**src/rtl/mt_pkg.sv**
```systemverilog
// Shared thread-tagging types and defaults for the barrel core fetch/decode/execute stages.
package mt_pkg;

    localparam int MT_NUM_THREADS = 8;
    localparam int MT_TID_W       = (MT_NUM_THREADS > 1) ? $clog2(MT_NUM_THREADS) : 1;
    localparam int MT_ADDR_W      = 32;
    localparam logic [MT_ADDR_W-1:0] MT_RESET_PC = 32'h0000_0000;
    localparam int unsigned PC_INC = 4;

    typedef logic [MT_TID_W-1:0]  tid_t;
    typedef logic [MT_ADDR_W-1:0] addr_t;

endpackage

```
**src/rtl/mt_pc_sched_if.sv**
```systemverilog
// Fetch-PC scheduler bus: control/redirect inputs and the selected fetch slot.
// Spawn signals exist only when MT_PC_SPAWN_EN is defined.
interface mt_pc_sched_if #(
    parameter int NUM_THREADS   = 8,
    parameter int TID_W         = 3,
    parameter int ADDRESS_WIDTH = 32
);
    logic [NUM_THREADS-1:0]   thread_en;
    logic                     stall_f;
    logic                     pc_src_e;
    logic [TID_W-1:0]         branch_tid_e;
    logic [ADDRESS_WIDTH-1:0] pc_target_e;
    logic [ADDRESS_WIDTH-1:0] pc_f;
    logic [TID_W-1:0]         tid_f;
    logic                     valid_f;
`ifdef MT_PC_SPAWN_EN
    logic                     spawn_valid;
    logic [TID_W-1:0]         spawn_tid;
    logic [ADDRESS_WIDTH-1:0] spawn_pc;
`endif

    modport master (
        output thread_en, stall_f, pc_src_e, branch_tid_e, pc_target_e,
`ifdef MT_PC_SPAWN_EN
        output spawn_valid, spawn_tid, spawn_pc,
`endif
        input  pc_f, tid_f, valid_f
    );

    modport slave (
        input  thread_en, stall_f, pc_src_e, branch_tid_e, pc_target_e,
`ifdef MT_PC_SPAWN_EN
        input  spawn_valid, spawn_tid, spawn_pc,
`endif
        output pc_f, tid_f, valid_f
    );
endinterface

```
**src/rtl/rr_next_sel.sv**
```systemverilog
// Combinational rotating-priority finder: first set bit of mask_i after cur_i,
// wrapping back to cur_i itself; holds cur_i when the mask is empty.
module rr_next_sel #(
    parameter int N     = 8,
    parameter int IDX_W = 3
) (
    input  logic [N-1:0]     mask_i,
    input  logic [IDX_W-1:0] cur_i,
    output logic [IDX_W-1:0] nxt_o,
    output logic             any_o
);
    int j;

    always_comb begin
        nxt_o = cur_i;
        any_o = |mask_i;
        j     = 0;
        // Scan farthest first so the nearest enabled index is the last assignment.
        for (int k = N; k >= 1; k--) begin
            j = (int'(cur_i) + k) % N;
            if (mask_i[j[IDX_W-1:0]]) nxt_o = j[IDX_W-1:0];
        end
    end
endmodule

```
**src/rtl/mt_pc_sched.sv**
```systemverilog
// Multithreaded fetch PC unit: one PC per thread, round-robin fetch selection,
// execute-stage redirects. Optional thread spawning under MT_PC_SPAWN_EN.
module mt_pc_sched
    import mt_pkg::*;
#(
    parameter int NUM_THREADS   = MT_NUM_THREADS,
    parameter int TID_W         = (NUM_THREADS > 1) ? $clog2(NUM_THREADS) : 1,
    parameter int ADDRESS_WIDTH = MT_ADDR_W,
    parameter logic [ADDRESS_WIDTH-1:0] RESET_PC         = ADDRESS_WIDTH'(MT_RESET_PC),
    parameter logic [ADDRESS_WIDTH-1:0] THREAD_PC_STRIDE = '0
) (
    input  logic         clk,
    input  logic         rst,
    mt_pc_sched_if.slave fif
);
    logic [NUM_THREADS-1:0][ADDRESS_WIDTH-1:0] pc_q, pc_d;
    logic [TID_W-1:0]       cur_q, cur_d, nxt_sel;
    logic [NUM_THREADS-1:0] en_eff;
    logic                   any_en, fetch_inc;

`ifdef MT_PC_SPAWN_EN
    logic [NUM_THREADS-1:0] act_q, act_d;
    assign en_eff = fif.thread_en & act_q;
`else
    assign en_eff = fif.thread_en;
`endif

    assign fif.tid_f   = cur_q;
    assign fif.pc_f    = pc_q[cur_q];
    assign fif.valid_f = en_eff[cur_q];
    assign fetch_inc   = !fif.stall_f && en_eff[cur_q];

    rr_next_sel #(.N(NUM_THREADS), .IDX_W(TID_W)) u_sel (
        .mask_i (en_eff),
        .cur_i  (cur_q),
        .nxt_o  (nxt_sel),
        .any_o  (any_en)
    );

    always_comb begin
        cur_d = cur_q;
        pc_d  = pc_q;
`ifdef MT_PC_SPAWN_EN
        act_d = act_q;
`endif
        if (!fif.stall_f && any_en) cur_d = nxt_sel;
        // Later assignments win: spawn > redirect > increment on the same thread.
        // Out-of-range thread ids match no entry and are dropped.
        for (int i = 0; i < NUM_THREADS; i++) begin
            if (fetch_inc && cur_q == TID_W'(i))
                pc_d[i] = pc_q[i] + ADDRESS_WIDTH'(PC_INC);
            if (fif.pc_src_e && fif.branch_tid_e == TID_W'(i))
                pc_d[i] = fif.pc_target_e;
`ifdef MT_PC_SPAWN_EN
            if (fif.spawn_valid && fif.spawn_tid == TID_W'(i)) begin
                pc_d[i]  = fif.spawn_pc;
                act_d[i] = 1'b1;
            end
`endif
        end
    end

    always_ff @(posedge clk or posedge rst) begin
        if (rst) begin
            cur_q <= '0;
            for (int i = 0; i < NUM_THREADS; i++)
                pc_q[i] <= RESET_PC + ADDRESS_WIDTH'(i) * THREAD_PC_STRIDE;
`ifdef MT_PC_SPAWN_EN
            act_q <= NUM_THREADS'(1);
`endif
        end else begin
            cur_q <= cur_d;
            pc_q  <= pc_d;
`ifdef MT_PC_SPAWN_EN
            act_q <= act_d;
`endif
        end
    end
endmodule

```
**src/flat_wrapper.sv**
```systemverilog
// flat-port wrapper written by rule: the top's interface ports become plain ports
module mt_pc_sched_flat import mt_pkg::*;
#(
    parameter int NUM_THREADS   = MT_NUM_THREADS,
    parameter int TID_W         = (NUM_THREADS > 1) ? $clog2(NUM_THREADS) : 1,
    parameter int ADDRESS_WIDTH = MT_ADDR_W,
    parameter logic [ADDRESS_WIDTH-1:0] RESET_PC         = ADDRESS_WIDTH'(MT_RESET_PC),
    parameter logic [ADDRESS_WIDTH-1:0] THREAD_PC_STRIDE = '0
)
  (clk, rst, fif_thread_en, fif_stall_f, fif_pc_src_e, fif_branch_tid_e, fif_pc_target_e, fif_pc_f, fif_tid_f, fif_valid_f);
  mt_pc_sched_if #(.NUM_THREADS(NUM_THREADS), .TID_W(TID_W), .ADDRESS_WIDTH(ADDRESS_WIDTH)) fif_i ();
  input  logic clk;
  input  logic rst;
  input wire logic [$bits(fif_i.thread_en)-1:0] fif_thread_en;
  input wire logic [$bits(fif_i.stall_f)-1:0] fif_stall_f;
  input wire logic [$bits(fif_i.pc_src_e)-1:0] fif_pc_src_e;
  input wire logic [$bits(fif_i.branch_tid_e)-1:0] fif_branch_tid_e;
  input wire logic [$bits(fif_i.pc_target_e)-1:0] fif_pc_target_e;
  output wire logic [$bits(fif_i.pc_f)-1:0] fif_pc_f;
  output wire logic [$bits(fif_i.tid_f)-1:0] fif_tid_f;
  output wire logic [$bits(fif_i.valid_f)-1:0] fif_valid_f;
  assign fif_i.thread_en = fif_thread_en;
  assign fif_i.stall_f = fif_stall_f;
  assign fif_i.pc_src_e = fif_pc_src_e;
  assign fif_i.branch_tid_e = fif_branch_tid_e;
  assign fif_i.pc_target_e = fif_pc_target_e;
  assign fif_pc_f = fif_i.pc_f;
  assign fif_tid_f = fif_i.tid_f;
  assign fif_valid_f = fif_i.valid_f;
  mt_pc_sched #(.NUM_THREADS(NUM_THREADS), .TID_W(TID_W), .ADDRESS_WIDTH(ADDRESS_WIDTH), .RESET_PC(RESET_PC), .THREAD_PC_STRIDE(THREAD_PC_STRIDE)) u_core (.clk(clk), .rst(rst), .fif(fif_i));
endmodule
```
**config.mk**
```make
export PLATFORM = sky130hd
export DESIGN_NAME = mt_pc_sched_flat
export DESIGN_NICKNAME = d
export VERILOG_FILES = /design/src/rtl/mt_pkg.sv /design/src/rtl/mt_pc_sched_if.sv /design/src/rtl/rr_next_sel.sv /design/src/rtl/mt_pc_sched.sv /design/src/flat_wrapper.sv
export SDC_FILE = /design/constraint.sdc
export NUM_CORES = 1
export LEC_CHECK = 0
export CAP_MARGIN = 20
export CORE_ASPECT_RATIO = 2
export CORE_UTILIZATION = 55
export DETAILED_ROUTE_END_ITERATION = 10
export PLACE_DENSITY = 0.74
export REMOVE_ABC_BUFFERS = 1
export SYNTH_ARGS = -nofsm -noshare
export SYNTH_HDL_FRONTEND = slang
export SYNTH_SLANG_ARGS = --single-unit
```
**constraint.sdc**
```tcl
create_clock -name clk -period 11.61 [get_ports clk]
set_input_delay 2.322 -clock clk [delete_from_list [all_inputs] [get_ports clk]]
set_output_delay 2.322 -clock clk [all_outputs]
set_load 0.02 [all_outputs]
```
# Yosys cells after proc, flatten, opt, wreduce, memory -nomap -nowiden
# Cells that the tools add are included.
# classes
addsub,16
eq_ne,14
n_mux,44
div_mod_pow,0
bitwise_logic,0
n_lt_le_gt_ge,9
n_reduce_logical,32
mul,0
shifts,0
# ops
op,count
$mux W32,17
$add A32 B3 Y32 const B,8
$bmux W32 S3,1
$lt A3 B4 Y1 const B,9
$bmux W1 S3,9
$eq A3 B3 Y1 const B,8
$mux W3,8
$logic_and A1 B1 Y1,18
$reduce_bool A2 Y1,8
$add A3 B3 Y3 const B,4
$eq A3 B2 Y1 const B,4
$mux W1,9
$reduce_bool A8 Y1,1
$reduce_or A8 Y1,1
$add A3 B1 Y3 const B,2
$add A3 B2 Y3 const B,2
$eq A3 B1 Y1 const B,2
$logic_not A3 Y1,2
$reduce_and A2 Y1,1
$logic_not A1 Y1,1
# totals
elab_cells,124
ram_bits,0
regBits,259
mem_bits_ro,0
latchBits,0
output_inout_bits,36
memories,0
in_bits,47

# Longest topological paths before layout
# Gate-level depths: netlist of run 1.
# logic_depth
ltp_word,11
mapped_depth,11
ltp_nobuf,8

# Hierarchy
# Synthesis of run 1 repeated with hierarchy kept, for this count alone.
# unflattened
cells_unflattened,1911
area_unflattened_um2,17135.2
# modules_own_cells
module,area_each_um2,cells_per_inst,seq_area_each_um2,n_inst
mt_pc_sched,16230.6,1810,6481.2,1
rr_next_sel,904.6,101,0.0,1

# Worst setup path after synthesis of run 1
# Ideal clock, no wire load.
# synth_path
path_kind,input port to output port
start,input fif_thread_en[7]
end,output fif_valid_f
cell_stages,2
n_path_buf,0
t_required_ns,9.288
setup_slack_ns,6.051
t_arrival_ns,3.237
path_cell_list,mux4_2 mux2_2
# synth_via
elab_chain_cells,2
# synth_rtl
element,line,rtl
"start, declared",flat_wrapper.sv:14,input wire logic [$bits(fif_i.thread_en)-1:0] fif_thread_en;
$bmux W1 S3,mt_pc_sched.sv:30,assign fif.valid_f = en_eff[cur_q];
$mux W1 (implied by the code),mt_pc_sched.sv:30,
"end, declared",flat_wrapper.sv:21,output wire logic [$bits(fif_i.valid_f)-1:0] fif_valid_f;
# No other way between the ends. The select of a mux whose other input is x is not followed.

# Final worst setup path of run 1
# layout_path
start,input fif_thread_en[2]
end,output fif_valid_f
# The elaborated chain is that of the path after synthesis.

==> run_results.csv, run 1 <==
group,metric,value,unit
synth,syn_avg_cell_area,8.98,sq um
timing,fin_crit,6.77,ns
layout,final_cell_mix,"nand2_1, dfrtp_1, nor2_1",
power,comb_power_share,0.440,
detailed_routing,drt_wl_total,51.0,mm
synth,synth_seq_area_share,0.387,
power,vdd.ir_drop.worst,132,uV
timing,max_clock_freq,148,MHz
layout,insertedDiodeCount,0,
synth,ys.warnings.count,0,
power,switchingPower,1660,uW
floorplanning,core_area,0.0301,sq mm
layout,fin_nets,1912,
detailed_routing,drtPass1Iterations,8,
power,p_leak,0.00701,uW
grt,grt_max_degree,116,
clocking,clk_pin_slew,0.06,ns
clocking,clock_sinks,259,
timing,finalCritPeriodShare,0.583,
worst_setup_path,cp.required,9.29,ns
synth,synth.largest_area_cell,"dfrtp_1",
placed_design,io_buffer_count,82,
power,switching_share,0.401,
synth,synth_edf_count,0,
placed_design,place_congestion,0.919,
detailed_routing,wl_per_cell,22.9,um
floorplanning,io_pins,83,
power,clock_power_share,0.202,
worst_setup_path,rrSetupSlack,6.77,ns
clocking,cts_hold_buf,0,
timing,hold_viol,0,
floorplanning,start_util,0.556,
floorplanning,fp.dieW,125,um
power,seqPwrFrac,0.358,
worst_setup_path,critPathKind,"input pin to output pin",
timing,drv_slew,0,
power,powerDensity,225,mW/mm^2
run_status,failed_checks,"design-rule violations",
timing,rsz0062_at_grt,"no",
layout,drive_gt1_frac,0.0966,
grt,grt.overflow.total,0,
hold_path,hold_end,"u_core.pc_q[65]$_DFFE_PP0P_",
synth,syn_area,0.0167,sq mm
synth,yosysTopAreaCellShare,0.387,
worst_setup_path,r2r-end,"u_core.fif.tid_f[1]$_DFFE_PP0P_",
synth,synth-main-ff-cell,"dfrtp_1",
flow_run,drv_cap,0,
timing,holdWs,0.503,ns
detailed_routing,drtAntennaViolNets,0,
clocking,htreeDepth,1,
layout,layout_commonest_cell,"nand2_1",
timing,finalClockSkew,0.0208,ns
detailed_routing,drc_errors,5,
clocking,post_cts_resize_count,0,
worst_setup_path,arrival,4.45,ns
worst_setup_path,cp_max_fo,9,
clocking,root_buffer,"clkbuf_16",
floorplanning,die_h,249,um
worst_setup_path,end_kind,"output pin",
grt,antenna_found_initial,0,
detailed_routing,vias_per_cell,6.34,
run_status,status,"finished, violations left",
timing,max_slew_margin,0.334,
power,internal_power,2490,uW
grt,first_global_vias,14400,
hold_path,holdPathStages,1,
timing,tns,0,ns
detailed_routing,drt_iter0_markers,1056,
timing,finalSetupViolations,0,
worst_setup_path,timing.rr.start,"u_core.fif.tid_f[0]$_DFFE_PP0P_",
synth,synth_cells,1864,
synth,synth.distinct_cells,56,
detailed_routing,vias,14100,
clocking,worstSkewPairLatency,0.55,ns
layout,area_growth,10.2,%
synth,ys_top_cells_by_area,"dfrtp_1, mux4_2, xnor2_1, nand2_1, xor2_1",
clocking,clk_path_buf_depth,3,
placed_design,hpwl,35.2,mm
synth,async_flop_share,1.00,
hold_path,worstHoldStart,"u_core.pc_q[65]$_DFFE_PP0P_",
hold_path,hold_path.class,"flop to flop",
worst_setup_path,rr_worst_depth,9,
worst_setup_path,start_kind,"input pin",
floorplanning,placementRows,90,
timing,worst_pin_slew,0.997,ns
grt,grtUsageTotal,0.330,
synth,synth-seq-cells,259,
clocking,cts_tree,"done",
clocking,cts_buffers,25,
floorplanning,die_area,0.0312,sq mm
layout,fillerInstances,2493,
clocking,cts_setup_buffers,0,
grt,grt_pass1_wl,78.5,mm
## worst max-delay path by stage
| stage | end | start | slack [ns] | cells after the start |
|---|---|---|---|---|
| floorplan | u_core.fif.tid_f[0]$_DFFE_PP0P_ | rst | 2.16 | 1 |
| global placement | fif_valid_f | fif_thread_en[7] | 4.93 | 4 |
| detailed placement | fif_valid_f | fif_thread_en[7] | 4.87 | 4 |
| CTS | fif_valid_f | fif_thread_en[6] | 4.86 | 4 |
| global route | fif_valid_f | fif_thread_en[6] | 4.78 | 4 |
| finish | fif_valid_f | fif_thread_en[2] | 4.84 | 4 |
## kinds of logic after synthesis
| family | Yosys count | share of synthesized area |
|---|---|---|
| compound gates | 261 | 0.0808 |
| xor+xnor | 235 | 0.123 |
| fa+ha+maj | 15 | 0.0112 |
| buf+inv | 183 | 0.0428 |
| flops | 259 | 0.387 |
| mux | 116 | 0.128 |
| simple gates | 795 | 0.226 |
## synthesized netlist by cell type, types with 40 or more instances
master / instances
nand2_1: 302
dfrtp_1: 259
nor2_1: 187
xnor2_1: 141
o21ai_0: 123
a21oi_1: 121
xor2_1: 94
clkbuf_1: 82
mux4_2: 75
nand3_1: 73
nand4_1: 48
and3_1: 46
inv_1: 44
nor3_1: 42
buf_1: 40
## through the flow
step	cell area (sq um)	total power (uW)	instances	utilization	setup WS, ns
2_1_floorplan	16200	2670	1726	-	2.16
3_3_place_gp	17600	3250	2190	0.586	4.93
3_5_place_dp	17600	3290	2190	0.586	4.87
4_1_cts	18400	4140	2231	0.612	4.86
5_1_grt	18400	4350	2232	0.613	4.78
6_report	18400	4150	2232	0.613	4.84
## worst max-delay path, cell delays in order
cell and delay, ns:
clkdlybuf4s50_1 0.53, mux4_2 0.61, mux2_2 0.40, clkdlybuf4s50_1 0.58
## cell type report
type / count / area, sq um / share of cell area
Timing Repair Buffer: 97 / 946 / 0.0513
Clock inverter: 6 / 83.8 / 0.00455
Tap cell: 368 / 460 / 0.0250
Inverter: 45 / 176 / 0.00957
Clock buffer: 35 / 713 / 0.0387
Multi-Input combinational cell: 1422 / 9560 / 0.519
Sequential cell: 259 / 6490 / 0.352
## flip-flops by register name, indices dropped and copies added, names as in the netlist
name,flops
u_core.pc_q,256
u_core.fif.tid_f,3
## power groups by stage
| stage | Combinational, uW | Clock (uW) | Sequential, uW |
|---|---|---|---|
| finish | 1830 | 838 | 1490 |
| global route | 1960 | 874 | 1520 |
| CTS | 1820 | 845 | 1480 |
| global placement | 1770 | 0 | 1480 |
| floorplan | 1240 | 0 | 1430 |
| detailed placement | 1800 | 0 | 1490 |
## layer usage
layer,GRT usage,routed length (um),share of wire
met3,0.0441,2880,0.056
met5,0,0,0
met1,0.361,18000,0.35
met2,0.575,26000,0.51
met4,0.260,4160,0.081
No activity file was read; power rests on OpenSTA's default activity.
==> inputs of run 2 (changes only) <==
- clock period: 11.61 -> 7.1 ns (I/O delays scaled with it)
==> run 2 against run 1 <==
The run still ends with design-rule violations left. Critical path depth rose by 1. Routed wire length fell by 0.96%. Setup slack got worse by 2.8 ns. Clock power rose by 74%. Largest cell class unchanged. Highest routed layer unchanged.
==> run_results.csv, run 2 (synthesis results as in run 1) <==
group,metric,value,unit
run_status,status,"finished, violations left",
run_status,failed_checks,"design-rule violations",
detailed_routing,vias,14300,
grt,grtUsageTotal,0.333,
layout,fin_nets,1912,
floorplanning,start_util,0.556,
placed_design,place_congestion,0.884,
worst_setup_path,critPathKind,"flop to output pin",
detailed_routing,drt_iter0_markers,1128,
clocking,clk_path_buf_depth,3,
layout,fillerInstances,2520,
clocking,cts_hold_buf,0,
grt,antenna_found_initial,0,
timing,max_slew_margin,0.309,
detailed_routing,wl_per_cell,22.6,um
timing,max_clock_freq,197,MHz
clocking,clock_sinks,259,
layout,layout_commonest_cell,"nand2_1",
timing,worst_pin_slew,1.03,ns
clocking,cts_buffers,25,
clocking,worstSkewPairLatency,0.54,ns
clocking,htreeDepth,1,
layout,final_cell_mix,"nand2_1, dfrtp_1, nor2_1",
worst_setup_path,start_kind,"flop",
power,vdd.ir_drop.worst,243,uV
grt,grt.overflow.total,0,
floorplanning,die_h,249,um
layout,area_growth,10.8,%
worst_setup_path,end_kind,"output pin",
floorplanning,io_pins,83,
timing,finalCritPeriodShare,0.717,
worst_setup_path,arrival,3.67,ns
power,finalPower,6880,uW
layout,final_cells,2237,
flow_run,drv_cap,0,
layout,drive_gt1_frac,0.100,
grt,first_global_vias,14400,
floorplanning,core_area,0.0301,sq mm
power,switchingPower,2720,uW
power,switching_share,0.396,
placed_design,post-place-ws,2.17,ns
timing,hold_viol,0,
detailed_routing,drt_wl_total,50.5,mm
worst_setup_path,cp_max_fo,48,
placed_design,dp.cells,2190,
power,internal_power,4150,uW
power,comb_power_share,0.431,
clocking,clk_pin_slew,0.07,ns
clocking,root_buffer,"clkbuf_16",
timing,worst_slack,2.01,ns
clocking,cts_tree,"done",
floorplanning,fp.dieW,125,um
detailed_routing,drtPass1Iterations,8,
timing,finalClockSkew,0.0139,ns
worst_setup_path,cp.required,5.68,ns
layout,registers.top_by_ff_count,"u_core.pc_q",
power,clock_power_share,0.212,
power,powerDensity,371,mW/mm^2
timing,drv_slew,0,
grt,grt_max_degree,118,
detailed_routing,drtAntennaViolNets,0,
power,p_leak,0.00705,uW
timing,tns,0,ns
placed_design,hpwl,35.2,mm
grt,grt_pass1_wl,79.7,mm
timing,fin_crit,5.09,ns
clocking,post_cts_resize_count,0,
placed_design,io_buffer_count,82,
power,seqPwrFrac,0.357,
timing,rsz0062_at_grt,"no",
timing,holdWs,0.507,ns
floorplanning,placementRows,90,
detailed_routing,vias_per_cell,6.38,
clocking,cts_setup_buffers,0,
timing,finalSetupViolations,0,
detailed_routing,drc_errors,10,
floorplanning,die_area,0.0312,sq mm
layout,largest_register_ff_count,256,
hold_path,hold_path.class,"flop to flop",
## run 2: changes by cell type in the layout (fill, tap and decap cells not counted), sizes merged
cell | before | now
clkbuf | 35 | 36
bufinv | 2 | 3
diode | 0 | 1
clkinvlp | 0 | 1
inv | 44 | 45
## run 2: cell type report
class | instances | area, sq um | share of cell area
antenna | 1 | 2.50 | 0.000135
clock buffer | 36 | 757 | 0.0409
clock inverter | 9 | 130 | 0.00702
inverter | 45 | 176 | 0.00952
multi-input combinational | 1422 | 9560 | 0.516
sequential | 259 | 6490 | 0.350
tap | 368 | 460 | 0.0248
timing repair buffer | 97 | 953 | 0.0515
## run 2: layer usage
metal  vias to the layer above  GRT usage  wire (um)
li1                       6374          -          -
met2                       630      0.576      25800
met3                       201     0.0413       3030
met4                         0      0.249       3880
met5                         -          0          0
met1                      7068      0.376      17800
## run 2: path summary, 6_finish.rpt
path | startpoint | end | slack [ns] | cells past startpoint
min in group asynchronous | rst | u_core.pc_q[62]$_DFFE_PP0P_ | 1.44 | 2
hold reg to reg | u_core.pc_q[192]$_DFFE_PP0P_ | u_core.pc_q[192]$_DFFE_PP0P_ | 0.51 | 1
hold / removal | u_core.pc_q[192]$_DFFE_PP0P_ | u_core.pc_q[192]$_DFFE_PP0P_ | 0.51 | 1
max in group asynchronous | rst | u_core.pc_q[18]$_DFFE_PP0P_ | 4.38 | 3
setup / recovery | u_core.fif.tid_f[0]$_DFFE_PP0P_ | fif_pc_f[27] | 2.01 | 5
setup reg to reg | u_core.fif.tid_f[0]$_DFFE_PP0P_ | u_core.pc_q[114]$_DFFE_PP0P_ | 2.84 | 8
## run 2: critical path, cell delays in order (launching register included)
cell and delay, ns:
dfrtp_4 1.03, buf_4 0.64, mux4_2 0.63, nand2_1 0.10
nand2_1 0.08, clkdlybuf4s50_1 0.54
## run 2: per-stage QoR
step	util	area, sq um
6_report	0.616	18500
5_1_grt	0.616	18500
4_1_cts	0.615	18500
3_5_place_dp	0.586	17600
3_3_place_gp	0.586	17600
2_1_floorplan	-	16200
## run 2: power by group through the flow
stage	sequential, uW	clock (uW)	combinational, uW
2_1_floorplan	2340	0	2030
4_1_cts	2430	1480	2960
6_report	2450	1460	2960
5_1_grt	2500	1530	3200
3_3_place_gp	2440	0	2880
3_5_place_dp	2460	0	2930
==> inputs of run 3 (changes only) <==
- PLACE_DENSITY: 0.74 -> 0.77
- clock period: 7.1 -> 4.6 ns (I/O delays scaled with it)
==> run 3 against run 2 <==
Power increased by 55%. Sequential power is 53% higher. Clock skew shrank 0.0017 ns. Core utilization up 0.15 points. Sequential share of layout area down 0.083 points. Cell area up 0.24%. Routed wire length increased by 1.0%. Register-to-register slack got worse by 2.1 ns. Flip-flop and latch count is the same. Non-clock buffer count is 8 higher. The run still ends with design-rule violations left. Highest routed layer unchanged. Largest cell class unchanged.
==> run_results.csv, run 3 (synthesis results as in run 1) <==
group,metric,value,unit
layout,multi_input_comb_area,0.00956,sq mm
placed_design,place_congestion,0.916,
worst_setup_path,timing.rr.start,"u_core.fif.tid_f[1]$_DFFE_PP0P_",
detailed_routing,drc_errors,5,
timing,hold_viol,0,
floorplanning,placementRows,90,
hold_path,worstHoldStart,"u_core.pc_q[225]$_DFFE_PP0P_",
grt,grtUsageTotal,0.337,
detailed_routing,wl_per_cell,22.8,um
layout,registers.top_by_ff_count,"u_core.pc_q",
clocking,htreeDepth,1,
worst_setup_path,crit_path_start,"u_core.fif.tid_f[1]$_DFFE_PP0P_",
run_status,status,"finished, violations left",
layout,drive_gt1_frac,0.101,
grt,grt_pass1_wl,81.0,mm
grt,met2_usage,0.566,
power,p_leak,0.00708,uW
run_status,failed_checks,"design-rule violations",
grt,antenna_found_initial,0,
floorplanning,core_area,0.0301,sq mm
worst_setup_path,critPathKind,"flop to output pin",
worst_setup_path,worst_path_dominant_cell_family,"flip-flops",
layout,fillerInstances,2488,
floorplanning,start_util,0.556,
worst_setup_path,cpPeakStageDelay,0.97,ns
worst_setup_path,cp.required,3.68,ns
timing,finalCritPeriodShare,0.866,
timing,fin_crit,3.99,ns
timing,holdWs,0.506,ns
floorplanning,die_h,249,um
clocking,clk_pin_slew,0.07,ns
power,powerDensity,573,mW/mm^2
clocking,root_buffer,"clkbuf_16",
worst_setup_path,cp_max_fo,51,
clocking,cts_buffers,24,
grt,met3_usage,0.0422,
placed_design,post-place-ws,0.655,ns
grt,use_met1,0.380,
timing,worst_slack,0.615,ns
timing,tns,0,ns
clocking,clk_path_buf_depth,3,
floorplanning,fp.dieW,125,um
layout,layout_commonest_cell,"nand2_1",
worst_setup_path,path_buf_inv,1,
layout,area_growth,11.0,%
timing,max_clock_freq,251,MHz
layout,largest_register_ff_count,256,
detailed_routing,drtAntennaViolNets,0,
layout,final_area,0.0186,sq mm
floorplanning,die_area,0.0312,sq mm
clocking,cts_hold_buf,0,
timing,max_slew_margin,0.401,
worst_setup_path,crit_chain,"mux4_2 > mux2_2 > clkdlybuf4s50_1",
detailed_routing,vias_per_cell,6.45,
layout,final_cell_mix,"nand2_1, dfrtp_1, nor2_1",
layout,ff_latch_area,0.00649,sq mm
grt,first_global_vias,14900,
worst_setup_path,end_kind,"output pin",
detailed_routing,drtPass1Iterations,10,
clocking,clock_sinks,259,
power,vdd.ir_drop.worst,278,uV
detailed_routing,drt_iter0_markers,1316,
clocking,cts_setup_buffers,0,
worst_setup_path,start_kind,"flop",
timing,finalSetupViolations,0,
detailed_routing,drt_wl_total,51.0,mm
worst_setup_path,arrival,3.07,ns
flow_run,drv_cap,0,
timing,finalClockSkew,0.0121,ns
detailed_routing,vias,14500,
timing,worst_pin_slew,0.898,ns
grt,top_usage_layer,"met2",
placed_design,hpwl,35.5,mm
layout,fin_nets,1919,
timing,drv_slew,0,
clocking,post_cts_resize_count,0,
grt,grt_max_degree,116,
hold_path,hold_path.class,"flop to flop",
timing,rsz0062_at_grt,"no",
layout,insertedDiodeCount,0,
grt,grt.overflow.total,0,
placed_design,io_buffer_count,82,
clocking,cts_tree,"done",
floorplanning,io_pins,83,
worst_setup_path,cp_slowest_cell,"dfrtp_4",
placed_design,place_area,0.0177,sq mm
clocking,worstSkewPairLatency,0.55,ns
run 3: per-layer routing:
metal | wire length [um] | vias up
li1 | - | 6400
met1 | 17800 | 7072
met2 | 25400 | 726
met3 | 3220 | 256
met4 | 4590 | 0
met5 | 0 | -
run 3: where the power goes:
group          switching (uW)  internal [uW]
logic                    2400           2290
registers                 905           2840
clock network             936           1280
run 3: stage by stage:
step / utilization / total power, uW / cells
CTS: 0.618 / 10600 / 2241
floorplan: - / 6750 / 1726
finish: 0.618 / 10600 / 2241
detailed placement: 0.590 / 8360 / 2199
global route: 0.618 / 11100 / 2241
global placement: 0.590 / 8220 / 2199
run 3: worst paths after layout:
kind	end	slack, ns	cells past startpoint
min reg2reg	u_core.pc_q[225]$_DFFE_PP0P_	0.51	1
min	u_core.pc_q[225]$_DFFE_PP0P_	0.51	1
max reg2reg	u_core.fif.tid_f[1]$_DFFE_PP0P_	0.76	8
max	fif_valid_f	0.61	3
min in group asynchronous	u_core.pc_q[63]$_DFFE_PP0P_	0.92	2
max in group asynchronous	u_core.pc_q[82]$_DFFE_PP0P_	2.77	3
run 3: worst register-to-register path, stage by stage (launching register included):
cell,delay (ns)
dfrtp_4,0.97
inv_1,0.36
ha_1,0.65
mux4_2,0.63
mux2i_1,0.41
nand2b_1,0.18
a21oi_1,0.19
nor2b_1,0.08
mux2_2,0.26
run 3: layout make-up:
cell class	instances	area share
sequential	259	0.349
clock buffer	33	0.0375
multi-input combinational	1422	0.515
timing repair buffer	105	0.0562
clock inverter	9	0.00795
tap	368	0.0248
inverter	45	0.00950
